$ cat config.mk
export PLATFORM = sky130hd
export DESIGN_NAME = vga_timing_generator
export DESIGN_NICKNAME = d
export VERILOG_FILES = /design/src/rtl/vga_timing_generator.sv
export SDC_FILE = /design/constraint.sdc
export NUM_CORES = 1
export LEC_CHECK = 0
export ABC_CLOCK_PERIOD_IN_PS = 1650
export BUFFER_PORTS_ARGS = -buffer_cell sky130_fd_sc_hd__buf_2
export CORE_MARGIN = 5
export CORE_UTILIZATION = 53
export CTS_BUF_LIST = sky130_fd_sc_hd__clkbuf_2
export DETAILED_ROUTE_END_ITERATION = 8
export GPL_TIMING_DRIVEN = 0
export MAX_ROUTING_LAYER = met4
export PLACE_DENSITY = 0.82
export SKIP_LAST_GASP = 1
export SLEW_MARGIN = 20
export SYNTH_ARGS = -nofsm -noshare
export SYNTH_HDL_FRONTEND = slang
export SYNTH_SLANG_ARGS = --single-unit
$ cat constraint.sdc
create_clock -name control_clock -period 1.65 [get_ports control_clock]
set_clock_uncertainty 0.2 [all_clocks]
set_input_delay 0.33 -clock control_clock [delete_from_list [all_inputs] [get_ports control_clock]]
set_output_delay 0.33 -clock control_clock [all_outputs]
set_load 0.02 [all_outputs]
$ cat src/rtl/vga_timing_generator.sv
// VGA raster timing: h/v counters, region decode, syncs, strobes.
// Optional frame counter output: define VGA_TIMING_FRAME_COUNT_EN.
module vga_timing_generator #(
  parameter int H_VISIBLE    = 640,
  parameter int H_FRONT      = 16,
  parameter int H_SYNC       = 96,
  parameter int H_BACK       = 48,
  parameter int V_VISIBLE    = 480,
  parameter int V_FRONT      = 10,
  parameter int V_SYNC       = 2,
  parameter int V_BACK       = 33,
  parameter int H_SYNC_POL   = 0,
  parameter int V_SYNC_POL   = 0,
  parameter int COUNTER_SIZE = 11
) (
  input  logic                    control_clock,
  input  logic                    control_reset_n,
  input  logic                    pixel_enable,
  output logic [COUNTER_SIZE-1:0] pixel_x,
  output logic [COUNTER_SIZE-1:0] pixel_y,
  output logic                    display_enable,
  output logic                    hsync,
  output logic                    vsync,
  output logic [1:0]              h_region,
  output logic [1:0]              v_region,
  output logic                    line_start,
  output logic                    frame_start
`ifdef VGA_TIMING_FRAME_COUNT_EN
  ,
  output logic [15:0]             frame_count
`endif
);

  localparam int CW = COUNTER_SIZE;

  localparam int H_TOTAL =
    H_VISIBLE + H_FRONT + H_SYNC + H_BACK;
  localparam int V_TOTAL =
    V_VISIBLE + V_FRONT + V_SYNC + V_BACK;

  localparam logic [CW-1:0] H_FP =
    CW'(H_VISIBLE);
  localparam logic [CW-1:0] H_SY =
    CW'(H_VISIBLE + H_FRONT);
  localparam logic [CW-1:0] H_BP =
    CW'(H_VISIBLE + H_FRONT + H_SYNC);
  localparam logic [CW-1:0] H_LAST =
    CW'(H_TOTAL - 1);

  localparam logic [CW-1:0] V_FP =
    CW'(V_VISIBLE);
  localparam logic [CW-1:0] V_SY =
    CW'(V_VISIBLE + V_FRONT);
  localparam logic [CW-1:0] V_BP =
    CW'(V_VISIBLE + V_FRONT + V_SYNC);
  localparam logic [CW-1:0] V_LAST =
    CW'(V_TOTAL - 1);

  localparam logic HS_ON  = 1'(H_SYNC_POL);
  localparam logic HS_OFF = ~HS_ON;
  localparam logic VS_ON  = 1'(V_SYNC_POL);
  localparam logic VS_OFF = ~VS_ON;

  localparam bit PARAM_BAD =
    (H_FRONT < 1) || (H_SYNC < 1) ||
    (H_BACK < 1)  || (V_FRONT < 1) ||
    (V_SYNC < 1)  || (V_BACK < 1) ||
    (H_TOTAL > (1 << CW)) ||
    (V_TOTAL > (1 << CW));

  localparam logic [1:0] R_VIS  = 2'b00;
  localparam logic [1:0] R_FP   = 2'b01;
  localparam logic [1:0] R_SYNC = 2'b10;
  localparam logic [1:0] R_BP   = 2'b11;

  generate
    if (PARAM_BAD) begin : g_param_err
      initial begin
        $display("vga_timing_generator: bad params");
        $finish;
      end
    end
  endgenerate

  logic [CW-1:0] h_cnt;
  logic [CW-1:0] v_cnt;
  logic [1:0]    h_reg_d;
  logic [1:0]    v_reg_d;
  logic          hsync_d;
  logic          vsync_d;
  logic          vis_d;
  logic          h_wrap;
  logic          v_wrap;

  assign h_wrap = (h_cnt == H_LAST);
  assign v_wrap = (v_cnt == V_LAST);

  // Raster counters, advancing only on enabled cycles.
  always_ff @(posedge control_clock or negedge control_reset_n) begin
    if (!control_reset_n) begin
      h_cnt <= '0;
      v_cnt <= '0;
    end else if (pixel_enable) begin
      if (h_wrap) begin
        h_cnt <= '0;
        if (v_wrap) begin
          v_cnt <= '0;
        end else begin
          v_cnt <= v_cnt + 1'b1;
        end
      end else begin
        h_cnt <= h_cnt + 1'b1;
      end
    end
  end

  // Horizontal region of the current count.
  always_comb begin
    h_reg_d = R_BP;
    unique case (1'b1)
      (h_cnt < H_FP):
        h_reg_d = R_VIS;
      (h_cnt >= H_FP && h_cnt < H_SY):
        h_reg_d = R_FP;
      (h_cnt >= H_SY && h_cnt < H_BP):
        h_reg_d = R_SYNC;
      default:
        h_reg_d = R_BP;
    endcase
  end

  // Vertical region of the current count.
  always_comb begin
    v_reg_d = R_BP;
    unique case (1'b1)
      (v_cnt < V_FP):
        v_reg_d = R_VIS;
      (v_cnt >= V_FP && v_cnt < V_SY):
        v_reg_d = R_FP;
      (v_cnt >= V_SY && v_cnt < V_BP):
        v_reg_d = R_SYNC;
      default:
        v_reg_d = R_BP;
    endcase
  end

  // Sync levels and visibility derived from the regions.
  always_comb begin
    hsync_d = (h_reg_d == R_SYNC) ? HS_ON : HS_OFF;
    vsync_d = (v_reg_d == R_SYNC) ? VS_ON : VS_OFF;
    vis_d   = (h_reg_d == R_VIS) &&
              (v_reg_d == R_VIS);
  end

  // Level outputs load the pre-increment decode.
  always_ff @(posedge control_clock or negedge control_reset_n) begin
    if (!control_reset_n) begin
      pixel_x        <= '0;
      pixel_y        <= '0;
      display_enable <= 1'b0;
      hsync          <= HS_OFF;
      vsync          <= VS_OFF;
      h_region       <= R_VIS;
      v_region       <= R_VIS;
    end else if (pixel_enable) begin
      pixel_x        <= h_cnt;
      pixel_y        <= v_cnt;
      display_enable <= vis_d;
      hsync          <= hsync_d;
      vsync          <= vsync_d;
      h_region       <= h_reg_d;
      v_region       <= v_reg_d;
    end
  end

  // Strobes live for one clock only, never in held cycles.
  always_ff @(posedge control_clock or negedge control_reset_n) begin
    if (!control_reset_n) begin
      line_start  <= 1'b0;
      frame_start <= 1'b0;
    end else if (pixel_enable) begin
      line_start  <= (h_cnt == '0);
      frame_start <= (h_cnt == '0) &&
                     (v_cnt == '0);
    end else begin
      line_start  <= 1'b0;
      frame_start <= 1'b0;
    end
  end

`ifdef VGA_TIMING_FRAME_COUNT_EN
  // Frame counter, steps together with frame_start.
  always_ff @(posedge control_clock or negedge control_reset_n) begin
    if (!control_reset_n) begin
      frame_count <= '0;
    end else if (pixel_enable &&
                 (h_cnt == '0) &&
                 (v_cnt == '0)) begin
      frame_count <= frame_count + 16'd1;
    end
  end
`endif

endmodule

==> metrics.md <==
| Metric | Value |
|---|---|
| Outcome | `finished with violations` |
| Violated checks | `setup timing` |
| Worst slew margin | `57.6%` |
| Gp weighted congestion | `0.845` |
| TNS Setup | `-0.446 ns` |
| Arrival @ worst endpoint | `1.94 ns` |
| CTS Root Cell | `clkbuf_2` |
| TritonCTS Sinks | `53` |
| ANT cells | `0` |
| First-pass GRT wire length | `8.89 mm` |
| Post-synthesis register bit count | `53` |
| VDD IR-drop max | `0.542 mV` |
| WP data required | `1.85 ns` |
| Total grt overflow | `0` |
| Fin util | `68.5%` |
| DR iter-0 viols | `153` |
| Post-detailed-route wirelength per cell | `15.6 µm` |
| H-tree Lvls | `2` |
| Slowest stage delay, CP | `0.42 ns` |
| Seq/Total Area, Yosys | `54.2%` |
| Hold Crit Class | `input pin to flop` |
| CTS Buffer Depth | `2` |
| CP Cell Sequence | `ha_2 > and4bb_4 > nand3_4 > buf_6 > or3_1 > o21ai_1` |
| Area grow syn2layout | `23.4%` |
| CP delay by family, top | `simple AND/OR/NAND/NOR gates` |
| Total track usage | `18.5%` |
| Top Ports | `34` |
| Die X | `78.0 µm` |
| Syn_area_per_cell | `11.1 µm²` |
| I/O Buffers | `32` |
| Worst skew pair latency | `0.45 ns` |
| Core area | `4410 µm²` |
| Least-Margin Pin Slew | `0.636 ns` |
| Final Hold Fails | `0` |
| Initial Util | `55.6%` |
| Reg-to-reg slack, setup | `-0.09 ns` |
| Placed Instances | `305` |
| Crit. End Element | `flop` |
| # rows | `24` |
| PD cells | `877 nW/µm²` |
| Worst-path maximum fanout | `5` |
| Fin worst setup slack | `-0.0877 ns` |
| Area of the die | `6090 µm²` |
| Largest area contributor in the netlist | `dfrtp_1` |
| Critical path class | `flop to flop` |
| Post-synth top area share | `52.0%` |
| Post-synthesis cell count | `221` |
| Synth unique cells | `41` |
| HPWL Detailed | `3.32 mm` |
| CTS clk-pin slew, worst paths | `0.24 ns` |
| CTS Buf Count | `5` |
| Vias in the first global route | `1904` |
| Area contributors post-synth | `dfrtp_1 (52%), mux2_2 (9.6%), o21ai_0 (2.9%), nor2_1 (2.6%), nand2_1 (2.3%)` |
| TritonCTS clock tree | `done` |
| Final Non-Filler Cells | `331` |
| RSZ-0062 raised after global routing | `yes` |
| Antenna Nets Post-Route | `0` |
| Share of cells above drive strength 1 | `40.1%` |
| Static leakage | `1.45 nW` |
| Startpoint Class | `flop` |
| Vias per inst | `5.66` |
| Setup WS pre-CTS | `-0.125 ns` |
| Period utilisation layout | `105%` |
| Max_cap viols | `0` |
| Post-synth net total | `228` |
| Remaining DRCs | `0` |
| DR pass1 iterations | `4` |
| Die H | `78.0 µm` |
| Final net count | `285` |
| Pin count of the biggest net entering global routing | `54` |
| Crit path buffers/inverters | `1` |
| Slew Limit Fails | `0` |
| Routed vias | `1872` |
| Ys Warns | `0` |
| Slowest cell on the critical path | `dfrtp_1` |
| Final period demand of the worst path | `1.74 ns` |
| Antenna violations before repair | `0` |
| Post-Route WL | `5.18 mm` |
| Highest clock rate | `0.575 GHz` |
| Final setup vio count | `12` |
| Post-Syn Area | `2450 µm²` |
[report_power, final]
group / total (W) / internal [W] / switching, W
logic: 0.000620 / 0.000257 / 0.000364
clock network: 0.000505 / 0.000109 / 0.000396
registers: 0.00153 / 0.00143 / 0.0000931
[flip-flops by register name, summed over array words and instances (netlist names)]
| name | count |
|---|---|
| pixel_x | 11 |
| h_region | 2 |
| pixel_y | 11 |
| display_enable | 1 |
| hsync | 1 |
| h_cnt | 11 |
| v_region | 2 |
| vsync | 1 |
| line_start | 1 |
| frame_start | 1 |
| v_cnt | 11 |
[Yosys cell counts, drive strengths merged]
cell     count
dfrtp       51
mux2        21
nor2        17
nand2       15
o21ai       15
nand3       12
buf          9
inv          9
a21oi        7
and3         6
nor3         6
xnor2        6
clkbuf       5
xor2         5
and4         4
ha           4
a31oi        3
nand4        3
and4bb       2
dfstp        2
mux2i        2
nor2b        2
nor4         2
or3          2
a21boi       1
a2bb2oi      1
and3b        1
and4b        1
nor4b        1
o211ai       1
o21a         1
o22ai        1
o31ai        1
o32a         1
or4          1
[routing by layer]
layer	up-vias	GRT usage, %	share of wire [%]
met5	-	-	0
met2	54	29.8	49
met4	0	6.08	1.0
met3	5	3.43	5.9
met1	919	23.8	44
li1	894	-	-
[worst paths after layout]
path | depth (start not counted) | from | end
hold / removal | 3 | pixel_enable | h_cnt[4]
setup reg to reg | 6 | h_cnt[1] | v_cnt[5]
hold reg to reg | 2 | hsync | hsync
setup / recovery | 6 | h_cnt[1] | v_cnt[5]
max in group asynchronous | 2 | control_reset_n | v_cnt[3]
min in group asynchronous | 2 | control_reset_n | pixel_x[5]
[logic make-up after synthesis]
group	synth area share, %
mux	10.5
xor+xnor	3.93
fa+ha+maj	2.04
compound gates	7.50
buf+inv	4.85
simple gates	17.0
flops	54.2
[repair_timing]
item | in CTS | in global routing
gates resized for setup | 20 | 31
setup buffers | 15 | 5
pin swaps | 8 | 13
hold buffers | 1 | 0
endpoints found under the setup margin | 15 | 31
hold endpoints to repair | 51 | 0
gates cloned | 1 | 0
[per-stage QoR]
step	cell area [µm²]	hold WS [ns]	power, W
global route	3030	0.0285	0.00281
finish	3030	0.0305	0.00265
detailed placement	2690	0.200	0.00212
global placement	2690	0.284	0.00210
floorplan	2460	-0.166	0.00193
CTS	2910	0.00440	0.00266
[worst reg2reg max path, delay by kind of cell (launching register included)]
family	cells	cell delay (ns)
adder cells (fa/ha/maj)	1	0.19
AND/OR/NAND/NOR	3	0.66
AO/OA/AOI/OAI	1	0.08
buffers and inverters	1	0.14
flip-flops	1	0.42
[layout make-up]
| cell class | count | area, µm² |
|---|---|---|
| Clock buffer | 6 | 30.0 |
| Tap cell | 52 | 65.1 |
| Fill cell | 323 | 1390 |
| Buffer | 11 | 71.3 |
| Timing Repair Buffer | 53 | 384 |
| Sequential cell | 53 | 1330 |
| Inverter | 9 | 33.8 |
| Multi-Input combinational cell | 145 | 1090 |
| Clock inverter | 2 | 15.0 |
[placed cells by master (no fill, tap or decap), drive strengths merged, types with 3 or more instances in the layout]
cell	instances
buf	59
dfrtp	51
mux2	21
nor2	17
nand2	15
o21ai	15
nand3	12
clkbuf	10
inv	9
a21oi	7
xnor2	6
and3	6
nor3	6
xor2	5
and4	4
ha	4
nand4	3
a31oi	3
(Power assumes the default switching activity.)
